$ cat config.mk
export PLATFORM = sky130hd
export DESIGN_NAME = mem_port_arbiter_flat
export DESIGN_NICKNAME = d
export VERILOG_FILES = /design/src/rtl/mem_arb_pkg.sv /design/src/rtl/mem_arb_if.sv /design/src/rtl/mem_arb_select.sv /design/src/rtl/mem_port_arbiter.sv /design/src/flat_wrapper.sv
export SDC_FILE = /design/constraint.sdc
export NUM_CORES = 1
export LEC_CHECK = 0
export CORE_MARGIN = 5
export CORE_UTILIZATION = 36
export DETAILED_ROUTE_END_ITERATION = 10
export PLACE_DENSITY_LB_ADDON = 0.2
export SETUP_SLACK_MARGIN = 0.5
export SYNTH_ARGS = -nofsm -noshare
export SYNTH_HDL_FRONTEND = slang
export SYNTH_HIERARCHICAL = 1
export SYNTH_SLANG_ARGS = --single-unit
$ cat constraint.sdc
create_clock -name clk -period 1.95 [get_ports clk]
set_input_delay 0.2925 -clock clk [delete_from_list [all_inputs] [get_ports clk]]
set_output_delay 0.2925 -clock clk [all_outputs]
set_load 0.01 [all_outputs]
$ cat src/rtl/mem_arb_pkg.sv
// Shared types and constants for the cache-controller port arbiter.
// Optional feature macro: MEM_ARB_ROUND_ROBIN_EN (consumed by mem_arb_select
// and mem_port_arbiter).
package mem_arb_pkg;

    typedef enum logic [2:0] {
        ST_IDLE,
        ST_ISSUE,
        ST_WAIT,
        ST_CLRWAIT,
        ST_DONE
    } arb_state_t;

    typedef logic [1:0] ctrl_t;
    typedef logic [1:0] req_id_t;

    localparam ctrl_t CTRL_CLR = 2'b00;
    localparam ctrl_t CTRL_NOP = 2'b01;
    localparam ctrl_t CTRL_RD  = 2'b10;
    localparam ctrl_t CTRL_WR  = 2'b11;

    localparam req_id_t REQ_CLR = 2'd0;
    localparam req_id_t REQ_D   = 2'd1;
    localparam req_id_t REQ_IF  = 2'd2;

    // An indirect access makes the controller do a pointer pass and a data pass.
    function automatic logic [1:0] pulses_needed(input logic indirect);
        return indirect ? 2'd2 : 2'd1;
    endfunction

endpackage

$ cat src/rtl/mem_arb_if.sv
// Request/response and cache-controller signals of the memory port arbiter.
// slave: the arbiter's view. master: the core and cache controller's view.
interface mem_arb_if #(
    parameter int ADDR_W = 16,
    parameter int DATA_W = 16
) ();
    logic              clrReq;
    logic              clrDone;
    logic              ifReq;
    logic [ADDR_W-1:0] ifAddr;
    logic              ifDone;
    logic [DATA_W-1:0] ifData;
    logic              dReq;
    logic              dWrite;
    logic              dIndirect;
    logic [ADDR_W-1:0] dAddr;
    logic [DATA_W-1:0] dWdata;
    logic              dDone;
    logic [DATA_W-1:0] dRdata;
    logic [1:0]        cacheCtrl;
    logic              cacheIndirect;
    logic              cacheCommence;
    logic [ADDR_W-1:0] cacheAddr;
    logic [DATA_W-1:0] cacheWdata;
    logic              cacheOutputReady;
    logic [DATA_W-1:0] cacheRdata;

    modport slave (
        input  clrReq, ifReq, ifAddr, dReq, dWrite, dIndirect, dAddr, dWdata,
               cacheOutputReady, cacheRdata,
        output clrDone, ifDone, ifData, dDone, dRdata,
               cacheCtrl, cacheIndirect, cacheCommence, cacheAddr, cacheWdata
    );

    modport master (
        output clrReq, ifReq, ifAddr, dReq, dWrite, dIndirect, dAddr, dWdata,
               cacheOutputReady, cacheRdata,
        input  clrDone, ifDone, ifData, dDone, dRdata,
               cacheCtrl, cacheIndirect, cacheCommence, cacheAddr, cacheWdata
    );
endinterface

$ cat src/rtl/mem_arb_select.sv
// Combinational winner pick among clear, data and fetch requests.
// Clear always wins. With MEM_ARB_ROUND_ROBIN_EN defined, a data/fetch tie
// is broken by the round-robin pointer; otherwise data beats fetch.
module mem_arb_select
    import mem_arb_pkg::*;
(
    input  logic    i_clr_req,
    input  logic    i_d_req,
    input  logic    i_if_req,
`ifdef MEM_ARB_ROUND_ROBIN_EN
    input  logic    i_rr_if_next,
`endif
    output logic    o_valid,
    output req_id_t o_id
);

    // Fixed-priority chain with an optional round-robin tie-break.
    always_comb begin
        o_valid = i_clr_req | i_d_req | i_if_req;
        o_id    = REQ_IF;
        if (i_clr_req) begin
            o_id = REQ_CLR;
        end
`ifdef MEM_ARB_ROUND_ROBIN_EN
        else if (i_d_req && i_if_req) begin
            o_id = i_rr_if_next ? REQ_IF : REQ_D;
        end
`endif
        else if (i_d_req) begin
            o_id = REQ_D;
        end
        else begin
            o_id = REQ_IF;
        end
    end

endmodule

$ cat src/rtl/mem_port_arbiter.sv
// Shares the cache controller between cache clear, data port and fetch port.
// Issues one command per grant, counts controller ready pulses, then returns
// the result with a one-cycle done pulse.
// Optional feature macro: MEM_ARB_ROUND_ROBIN_EN (alternating data/fetch grant).
//
// state      | meaning
// -----------+--------------------------------------------------------
// ST_IDLE    | controller gets NOP, pick a winner and latch its op
// ST_ISSUE   | one cycle of read/write/clear command on cacheCtrl
// ST_WAIT    | count ready pulses, capture read data into the port reg
// ST_CLRWAIT | fixed CLR_WAIT-cycle wait after a clear
// ST_DONE    | one-cycle done pulse to the granted port
module mem_port_arbiter
    import mem_arb_pkg::*;
#(
    parameter int ADDR_W   = 16,
    parameter int DATA_W   = 16,
    parameter int CLR_WAIT = 2
) (
    input  logic     clk,
    input  logic     rst,
    mem_arb_if.slave bus
);

    localparam int CLR_CNT_W = (CLR_WAIT > 1) ? $clog2(CLR_WAIT) : 1;
    localparam logic [CLR_CNT_W-1:0] CLR_LOAD = CLR_CNT_W'(CLR_WAIT - 1);

    arb_state_t           r_state;
    arb_state_t           w_next_state;
    req_id_t              r_gnt;
    ctrl_t                r_op;
    logic                 r_ind;
    logic [1:0]           r_cnt;
    logic [CLR_CNT_W-1:0] r_clr_cnt;
    logic [DATA_W-1:0]    r_if_data;
    logic [DATA_W-1:0]    r_d_rdata;
    logic                 r_commence;

    logic                 w_sel_valid;
    req_id_t              w_sel_id;
    ctrl_t                w_sel_op;
    logic                 w_sel_ind;
    logic                 w_last_pulse;

    ctrl_t                w_ctrl;
    logic                 w_ind;
    logic                 w_clr_done;
    logic                 w_d_done;
    logic                 w_if_done;
    logic [ADDR_W-1:0]    w_addr;
    logic [DATA_W-1:0]    w_wdata;

`ifdef MEM_ARB_ROUND_ROBIN_EN
    logic                 r_rr_if_next;
`endif

    mem_arb_select u_select (
        .i_clr_req    (bus.clrReq),
        .i_d_req      (bus.dReq),
        .i_if_req     (bus.ifReq),
`ifdef MEM_ARB_ROUND_ROBIN_EN
        .i_rr_if_next (r_rr_if_next),
`endif
        .o_valid      (w_sel_valid),
        .o_id         (w_sel_id)
    );

    // Command and indirect flag the winner would be issued with.
    always_comb begin
        w_sel_op  = CTRL_RD;
        w_sel_ind = 1'b0;
        case (w_sel_id)
            REQ_CLR: w_sel_op = CTRL_CLR;
            REQ_D: begin
                w_sel_op  = bus.dWrite ? CTRL_WR : CTRL_RD;
                w_sel_ind = bus.dIndirect;
            end
            default: w_sel_op = CTRL_RD;
        endcase
    end

    assign w_last_pulse = bus.cacheOutputReady &&
                          ((r_cnt + 2'd1) == pulses_needed(r_ind));

    // State register.
    always_ff @(posedge clk) begin
        if (rst) begin
            r_state <= ST_IDLE;
        end else begin
            r_state <= w_next_state;
        end
    end

    // Next-state logic.
    always_comb begin
        w_next_state = r_state;
        case (r_state)
            ST_IDLE:    if (w_sel_valid) w_next_state = ST_ISSUE;
            ST_ISSUE:   w_next_state = (r_gnt == REQ_CLR) ? ST_CLRWAIT : ST_WAIT;
            ST_WAIT:    if (w_last_pulse) w_next_state = ST_DONE;
            ST_CLRWAIT: if (r_clr_cnt == '0) w_next_state = ST_DONE;
            ST_DONE:    w_next_state = ST_IDLE;
            default:    w_next_state = ST_IDLE;
        endcase
    end

    // Outputs decoded from state and the latched grant.
    always_comb begin
        w_ctrl     = CTRL_NOP;
        w_ind      = 1'b0;
        w_clr_done = 1'b0;
        w_d_done   = 1'b0;
        w_if_done  = 1'b0;
        case (r_state)
            ST_ISSUE: begin
                w_ctrl = r_op;
                w_ind  = r_ind;
            end
            ST_WAIT: w_ind = r_ind;
            ST_DONE: begin
                w_clr_done = (r_gnt == REQ_CLR);
                w_d_done   = (r_gnt == REQ_D);
                w_if_done  = (r_gnt == REQ_IF);
            end
            default: ;
        endcase
    end

    // Address/data muxes follow the grant while busy and default to fetch in IDLE.
    always_comb begin
        w_addr  = bus.ifAddr;
        w_wdata = '0;
        if (r_state != ST_IDLE && r_gnt == REQ_D) begin
            w_addr  = bus.dAddr;
            w_wdata = bus.dWdata;
        end
    end

    // Grant latch, pulse/clear counters and port read-data registers.
    always_ff @(posedge clk) begin
        if (rst) begin
            r_gnt     <= REQ_IF;
            r_op      <= CTRL_NOP;
            r_ind     <= 1'b0;
            r_cnt     <= 2'd0;
            r_clr_cnt <= '0;
            r_if_data <= '0;
            r_d_rdata <= '0;
        end else begin
            case (r_state)
                ST_IDLE: begin
                    if (w_sel_valid) begin
                        r_gnt <= w_sel_id;
                        r_op  <= w_sel_op;
                        r_ind <= w_sel_ind;
                    end
                end
                ST_ISSUE: begin
                    r_cnt     <= 2'd0;
                    r_clr_cnt <= CLR_LOAD;
                end
                ST_WAIT: begin
                    if (bus.cacheOutputReady) begin
                        r_cnt <= r_cnt + 2'd1;
                        if (r_gnt == REQ_IF) begin
                            r_if_data <= bus.cacheRdata;
                        end else if (r_gnt == REQ_D && r_op == CTRL_RD) begin
                            r_d_rdata <= bus.cacheRdata;
                        end
                    end
                end
                ST_CLRWAIT: begin
                    if (r_clr_cnt != '0) r_clr_cnt <= r_clr_cnt - 1'b1;
                end
                default: ;
            endcase
        end
    end

`ifdef MEM_ARB_ROUND_ROBIN_EN
    // Pointer moves to the other port after every data/fetch grant; clear leaves it.
    always_ff @(posedge clk) begin
        if (rst) begin
            r_rr_if_next <= 1'b0;
        end else if (r_state == ST_IDLE && w_sel_valid && w_sel_id != REQ_CLR) begin
            r_rr_if_next <= (w_sel_id == REQ_D);
        end
    end
`endif

    // Controller run enable: held low through reset so the controller restarts.
    always_ff @(posedge clk) begin
        if (rst) begin
            r_commence <= 1'b0;
        end else begin
            r_commence <= 1'b1;
        end
    end

    assign bus.cacheCtrl     = w_ctrl;
    assign bus.cacheIndirect = w_ind;
    assign bus.cacheCommence = r_commence;
    assign bus.cacheAddr     = w_addr;
    assign bus.cacheWdata    = w_wdata;
    assign bus.clrDone       = w_clr_done;
    assign bus.dDone         = w_d_done;
    assign bus.ifDone        = w_if_done;
    assign bus.ifData        = r_if_data;
    assign bus.dRdata        = r_d_rdata;

endmodule

$ cat src/flat_wrapper.sv
// flat-port wrapper written by rule: the top's interface ports become plain ports
module mem_port_arbiter_flat import mem_arb_pkg::*;
#(
    parameter int ADDR_W   = 16,
    parameter int DATA_W   = 16,
    parameter int CLR_WAIT = 2
)
  (clk, rst, bus_clrReq, bus_ifReq, bus_ifAddr, bus_dReq, bus_dWrite, bus_dIndirect, bus_dAddr, bus_dWdata, bus_cacheOutputReady, bus_cacheRdata, bus_clrDone, bus_ifDone, bus_ifData, bus_dDone, bus_dRdata, bus_cacheCtrl, bus_cacheIndirect, bus_cacheCommence, bus_cacheAddr, bus_cacheWdata);
  mem_arb_if #(.ADDR_W(ADDR_W), .DATA_W(DATA_W)) bus_i ();
  input  logic clk;
  input  logic rst;
  input wire logic [$bits(bus_i.clrReq)-1:0] bus_clrReq;
  input wire logic [$bits(bus_i.ifReq)-1:0] bus_ifReq;
  input wire logic [$bits(bus_i.ifAddr)-1:0] bus_ifAddr;
  input wire logic [$bits(bus_i.dReq)-1:0] bus_dReq;
  input wire logic [$bits(bus_i.dWrite)-1:0] bus_dWrite;
  input wire logic [$bits(bus_i.dIndirect)-1:0] bus_dIndirect;
  input wire logic [$bits(bus_i.dAddr)-1:0] bus_dAddr;
  input wire logic [$bits(bus_i.dWdata)-1:0] bus_dWdata;
  input wire logic [$bits(bus_i.cacheOutputReady)-1:0] bus_cacheOutputReady;
  input wire logic [$bits(bus_i.cacheRdata)-1:0] bus_cacheRdata;
  output wire logic [$bits(bus_i.clrDone)-1:0] bus_clrDone;
  output wire logic [$bits(bus_i.ifDone)-1:0] bus_ifDone;
  output wire logic [$bits(bus_i.ifData)-1:0] bus_ifData;
  output wire logic [$bits(bus_i.dDone)-1:0] bus_dDone;
  output wire logic [$bits(bus_i.dRdata)-1:0] bus_dRdata;
  output wire logic [$bits(bus_i.cacheCtrl)-1:0] bus_cacheCtrl;
  output wire logic [$bits(bus_i.cacheIndirect)-1:0] bus_cacheIndirect;
  output wire logic [$bits(bus_i.cacheCommence)-1:0] bus_cacheCommence;
  output wire logic [$bits(bus_i.cacheAddr)-1:0] bus_cacheAddr;
  output wire logic [$bits(bus_i.cacheWdata)-1:0] bus_cacheWdata;
  assign bus_i.clrReq = bus_clrReq;
  assign bus_i.ifReq = bus_ifReq;
  assign bus_i.ifAddr = bus_ifAddr;
  assign bus_i.dReq = bus_dReq;
  assign bus_i.dWrite = bus_dWrite;
  assign bus_i.dIndirect = bus_dIndirect;
  assign bus_i.dAddr = bus_dAddr;
  assign bus_i.dWdata = bus_dWdata;
  assign bus_i.cacheOutputReady = bus_cacheOutputReady;
  assign bus_i.cacheRdata = bus_cacheRdata;
  assign bus_clrDone = bus_i.clrDone;
  assign bus_ifDone = bus_i.ifDone;
  assign bus_ifData = bus_i.ifData;
  assign bus_dDone = bus_i.dDone;
  assign bus_dRdata = bus_i.dRdata;
  assign bus_cacheCtrl = bus_i.cacheCtrl;
  assign bus_cacheIndirect = bus_i.cacheIndirect;
  assign bus_cacheCommence = bus_i.cacheCommence;
  assign bus_cacheAddr = bus_i.cacheAddr;
  assign bus_cacheWdata = bus_i.cacheWdata;
  mem_port_arbiter #(.ADDR_W(ADDR_W), .DATA_W(DATA_W), .CLR_WAIT(CLR_WAIT)) u_core (.clk(clk), .rst(rst), .bus(bus_i));
endmodule
; After elaboration in Yosys (flattened, before gate mapping)
; Index checks and enable logic that the tools add are counted.
[op_classes]
muxes = 23
reduce_logical = 15
eq_ne = 13
bitwise_logic = 3
n_addsub = 2
[op_table]
columns = operator, count
row1 = 16-bit 2-to-1 mux, 2
row2 = 3-bit one-hot mux with 4 select lines, 1
row3 = 2-bit 2-to-1 mux, 5
row4 = 1-bit 2-to-1 mux, 9
row5 = 3-bit 2-to-1 mux, 3
row6 = 2-bit one-hot mux with 2 select lines, 2
row7 = 3-bit by 2-bit == test with 1-bit output (second input constant), 2
row8 = 2-bit inequality test (second input constant), 3
row9 = 3-bit AND reduction, 2
row10 = 2-bit by 1-bit == test with 1-bit output (second input constant), 2
row11 = 2-bit == test (second input constant), 2
row12 = 2-bit zero test, 2
row13 = 2-bit AND reduction, 2
row14 = 4-bit AND reduction, 1
row15 = 2-bit nonzero test, 2
row16 = 3-bit by 1-bit == test with 1-bit output (second input constant), 1
row17 = 3-bit == test (second input constant), 1
row18 = 1-bit logical AND, 3
row19 = 3-bit zero test, 1
row20 = 3-bit nonzero test, 1
row21 = 2-bit by 1-bit adder with 2-bit output (second input constant), 1
row22 = 2-bit == test, 1
row23 = 2-bit by 1-bit inequality test with 1-bit output (second input constant), 1
row24 = 1-bit bitwise OR, 2
row25 = other kinds (4), 4
[word_totals]
in_bits = 72
regBits = 44

; Logic depth before layout (Yosys ltp)
[logic_depth]
depth_word = 5
ltp_mapped = 6
mapped_depth_nobuf = 4

; By module
; Netlist, hierarchy kept.
[modules_own_cells]
columns = mod, area_each_um2, cells_per_inst, n_inst, seq_area_each_um2
row1 = mem_port_arbiter, 2124.5, 233, 1, 880.8
row2 = mem_arb_select, 16.3, 3, 1, 0.0

; Least setup slack after synthesis
; Ideal clock, no wire load.
[synth_timing]
path_type = register to output
from = register u_core.r_gnt[0]
to = output port bus_cacheAddr[0]
setup_slack_ps = 267
required_time_ps = 1657
stages_incl_launch_ff = 5
path_buffers = 1
arrival_ps = 1390
path_cell_list = dfxtp_1 nand2b_1 nor2_1 buf_2 mux2_2
[synth_via]
elab_chain_cells = 3
[synth_rtl]
columns = item, line_no
row1 = "start, declared", mem_port_arbiter.sv:30  ; req_id_t r_gnt;
row2 = "start signal, assigned", mem_port_arbiter.sv:153  ; r_gnt <= w_sel_id;
row3 = 2-bit by 1-bit == test with 1-bit output, mem_port_arbiter.sv:133  ; if (r_state != ST_IDLE && r_gnt == REQ_D) begin
row4 = 1-bit logical AND, mem_port_arbiter.sv:133
row5 = 16-bit 2-to-1 mux, mem_port_arbiter.sv:133
row6 = "end, declared", flat_wrapper.sv:30  ; output wire logic [$bits(bus_i.cacheAddr)-1:0] bus_cacheAddr;
; Every way passes these cells.

; Worst setup path after layout
[layout_timing]
from = register u_core.r_state[1]
to = output port bus_cacheAddr[12]
[layout_via]
elab_chain_cells = 3
[layout_rtl]
columns = item, line_no
row1 = "start, declared", mem_port_arbiter.sv:28  ; arb_state_t r_state;
row2 = "start signal, assigned", mem_port_arbiter.sv:90  ; r_state <= w_next_state;
row3 = 3-bit nonzero test, mem_port_arbiter.sv:133
row4 = 1-bit logical AND, mem_port_arbiter.sv:133
row5 = 16-bit 2-to-1 mux, mem_port_arbiter.sv:133
; Every way passes these cells.

==> results.ini <==
[job]
max_cap_violations=0

[logic_synthesis]
synth-edff-count=0
yosys_warnings=6
synth_fa_ha_area_share_pct=0
synth_ff_type=dfxtp_1
synthArstFlopShare_pct=0
ys_types=38
synth-seq-cells=44
syn_area_per_cell_um2=9.07
synthCells=236
synth_top_family_by_area=simple AND/OR/NAND/NOR gates
synthSimpleGateAreaFrac_pct=25.2
synth_area_um2=2140
syn_nets=308
synth_xor_area_share_pct=0.818
ys_seq_area_share_pct=41.1
synth-compound-area-share_pct=4.62
synth_mux_area_share_pct=23.4

[grt]
grt_pass1_vias=2374
grt_first_pass_wirelength_mm=12.2
antenna_found_initial=0
grt_usage_pct=20.5
grt_max_degree=53
grt-ovfl-total=0

[timing]
timing.hold.ws_ns=0.459
rsz0062_at_grt=yes
worst_pin_slew_ns=0.489
drv_slew=0
relSlewSlack_pct=67.4
setup_viol_count_final=0
finalCriticalPeriod_ns=1.92
fin_crit_sh_pct=98.7
hold_viol=0
fmax_mhz=520
clock_skew_ns=0.00706

[cts]
htreeDepth=2
cts.sinks=44
cts_tree=built
cts.path.max_buffers=2
clockRootBuffer=clkbuf_8
path_clk_slew_ns=0.08
cts_buffers=5
worstSkewPairLatency_ns=0.29

[power]
powerDensity_nw_per_um2=578
p_leak_nw=2.06
ir_worst_vdd_mv=0.483

[worst_setup_path]
crit_path_end_kind=output pin
reg2reg_depth=7
critical-path-top-delay-family=buffers and inverters
r2r_slack_ns=0.05
required_ns=1.66
cp-startpoint=u_core/r_state[1]$_SDFFE_PP0P_
cp_slowest_cell=dfxtp_2
cpPeakStageDelay_ns=0.35
cp_data_arrival_time_ns=1.63
crit_fanout=7
r2r_start=u_core/r_state[2]$_SDFFE_PP0P_
rr_endpoint=u_core/bus.dRdata[12]$_SDFFE_PP0P_
crit_path_start_kind=register
crit_chain=nor3_4, nor2_4, buf_12, buf_16, mux2_4, buf_6
cp_num_buf_inv=3
critPathKind=register to output pin

[detailed_routing]
drc=0
num_vias=2388
wirelength_mm=8.47
first_pass_iters=4
dr.first_iter.drc_count=75
vias_per_cell=4.90
ant_nets=0
routedWlPerCell_um=17.4

[worst_hold_path]
hold_depth=2
holdPathEnd=u_core/bus.ifData[5]$_SDFFE_PP0P_
hold_path_class=register to register
min-delay-start=u_core/bus.ifData[5]$_SDFFE_PP0P_

[final_layout]
final_core_utilization_pct=76.3
nets=483
n_antenna_cell=0
final_common_cell=clkdlybuf4s50_1
n_fill_cell=389
final_cell_mix=71 x clkdlybuf4s50_1, 51 x nand2_1, 41 x buf_6
area_growth_pct=109
final_area_um2=4460
layout-drive-gt1-share_pct=37.6

[placed_design]
dpl-instance-area_um2=3800
dpl.hpwl_mm=5.61
gp_congestion=0.867
port-buffer-count=142

[die]
fp.dieW_um=87.1
rows=28
fp.dieArea_um2=7590
core_um2=5850
fp.dieH_um=87.1
io_pins=143
initial_utilization_pct=36.6

[outcome]
status=completed

-- cells by family (layout without fill, tap and decap cells) --
family | after synthesis | in the layout
AOI/OAI and AO/OA | 16 | 16
xor gates and xnor gates | 2 | 2
buffers and inverters | 22 | 198
DFF | 44 | 44
muxes | 48 | 48
and+or+nand+nor | 104 | 104
-- cells in the mapped netlist (all sizes together), types with 2 or more instances --
| library cell | instances | area [um^2] |
|---|---|---|
| nand2b | 4 | 25.0 |
| or4b | 2 | 20.0 |
| nor2 | 6 | 22.5 |
| buf | 10 | 58.8 |
| nand3 | 3 | 15.0 |
| inv | 4 | 15.0 |
| mux2i | 32 | 320 |
| dfxtp | 44 | 881 |
| or3b | 2 | 17.5 |
| or3 | 2 | 12.5 |
| mux2 | 16 | 180 |
| nor4b | 3 | 38.8 |
| clkbuf | 7 | 26.3 |
| a21oi | 5 | 25.0 |
| nor3b | 4 | 35.0 |
| nor3 | 2 | 10.0 |
| a211oi | 3 | 22.5 |
| nand2 | 55 | 206 |
| o21ai | 4 | 20.0 |
| and2 | 16 | 100 |
-- per-layer routing --
layer  wire length [um]  global-route usage [%]  vias to the layer above
met5                  0                       0                        -
met4                191                    5.58                        0
met3                680                    4.54                       20
met2               4430                    37.5                      111
met1               3160                    24.0                     1113
li1                   -                       -                     1144
-- worst max path at each step --
stage,cells after the start,to,slack [ns]
CTS,6,bus_cacheAddr[8],0.04
global route,6,bus_cacheAddr[0],-0.03
detailed placement,6,u_core/bus.dRdata[6]$_SDFFE_PP0P_,-0.01
global placement,4,u_core/bus.dRdata[15]$_SDFFE_PP0P_,0.05
finish,6,bus_cacheAddr[12],0.03
floorplan,5,bus_cacheAddr[0],0.45
-- cell type report --
| cell class | count | area, um^2 | share of cell area [%] |
|---|---|---|---|
| well taps | 75 | 93.8 | 2.10 |
| clock inverters | 2 | 38.8 | 0.869 |
| multi-input cells | 170 | 1450 | 32.5 |
| inverters | 5 | 21.3 | 0.476 |
| flip-flops and latches | 44 | 890 | 19.9 |
| clock buffers | 6 | 82.6 | 1.85 |
| repair buffers | 185 | 1890 | 42.2 |
-- flip-flops by register name, summed over array words and instances, names as in the netlist --
register and flops:
u_core/bus.cacheCommence 1, u_core/r_clr_cnt 1, u_core/r_ind 1, u_core/bus.dRdata 16
u_core/r_op 2, u_core/bus.ifData 16, u_core/r_state 3, u_core/r_cnt 2
u_core/r_gnt 2
-- worst register-to-register path, cell delays in order, from the launching register on --
cell and delay [ns]:
dfxtp_4 0.36, buf_6 0.12, buf_8 0.11, nand4bb_4 0.21, buf_6 0.14, buf_6 0.12, or4b_4 0.56, mux2i_2 0.17
-- what timing repair did --
item,CTS,global route
buffers inserted,16,8
hold buffers,0,0
cloned,3,1
pin swaps,9,12
resized for setup,244,47
setup endpoints to repair,104,78
-- power by group --
part	leakage, nW	internal [W]	switching [W]
registers	0.358	0.000945	0.0000506
clock network	0.0614	0.000419	0.000310
logic	1.64	0.000510	0.000345
total	2.06	0.00187	0.000705
-- through the flow --
stage               worst slack, ns  instances  total power (W)  TNS, ns
floorplan                     0.451        236          0.00130        0
global placement             0.0503        451          0.00159        0
detailed placement          -0.0111        451          0.00160  -0.0250
CTS                          0.0409        478          0.00246        0
global route                -0.0321        487          0.00268   -0.190
finish                       0.0261        487          0.00258        0
Power figures use the tool's default switching activity.
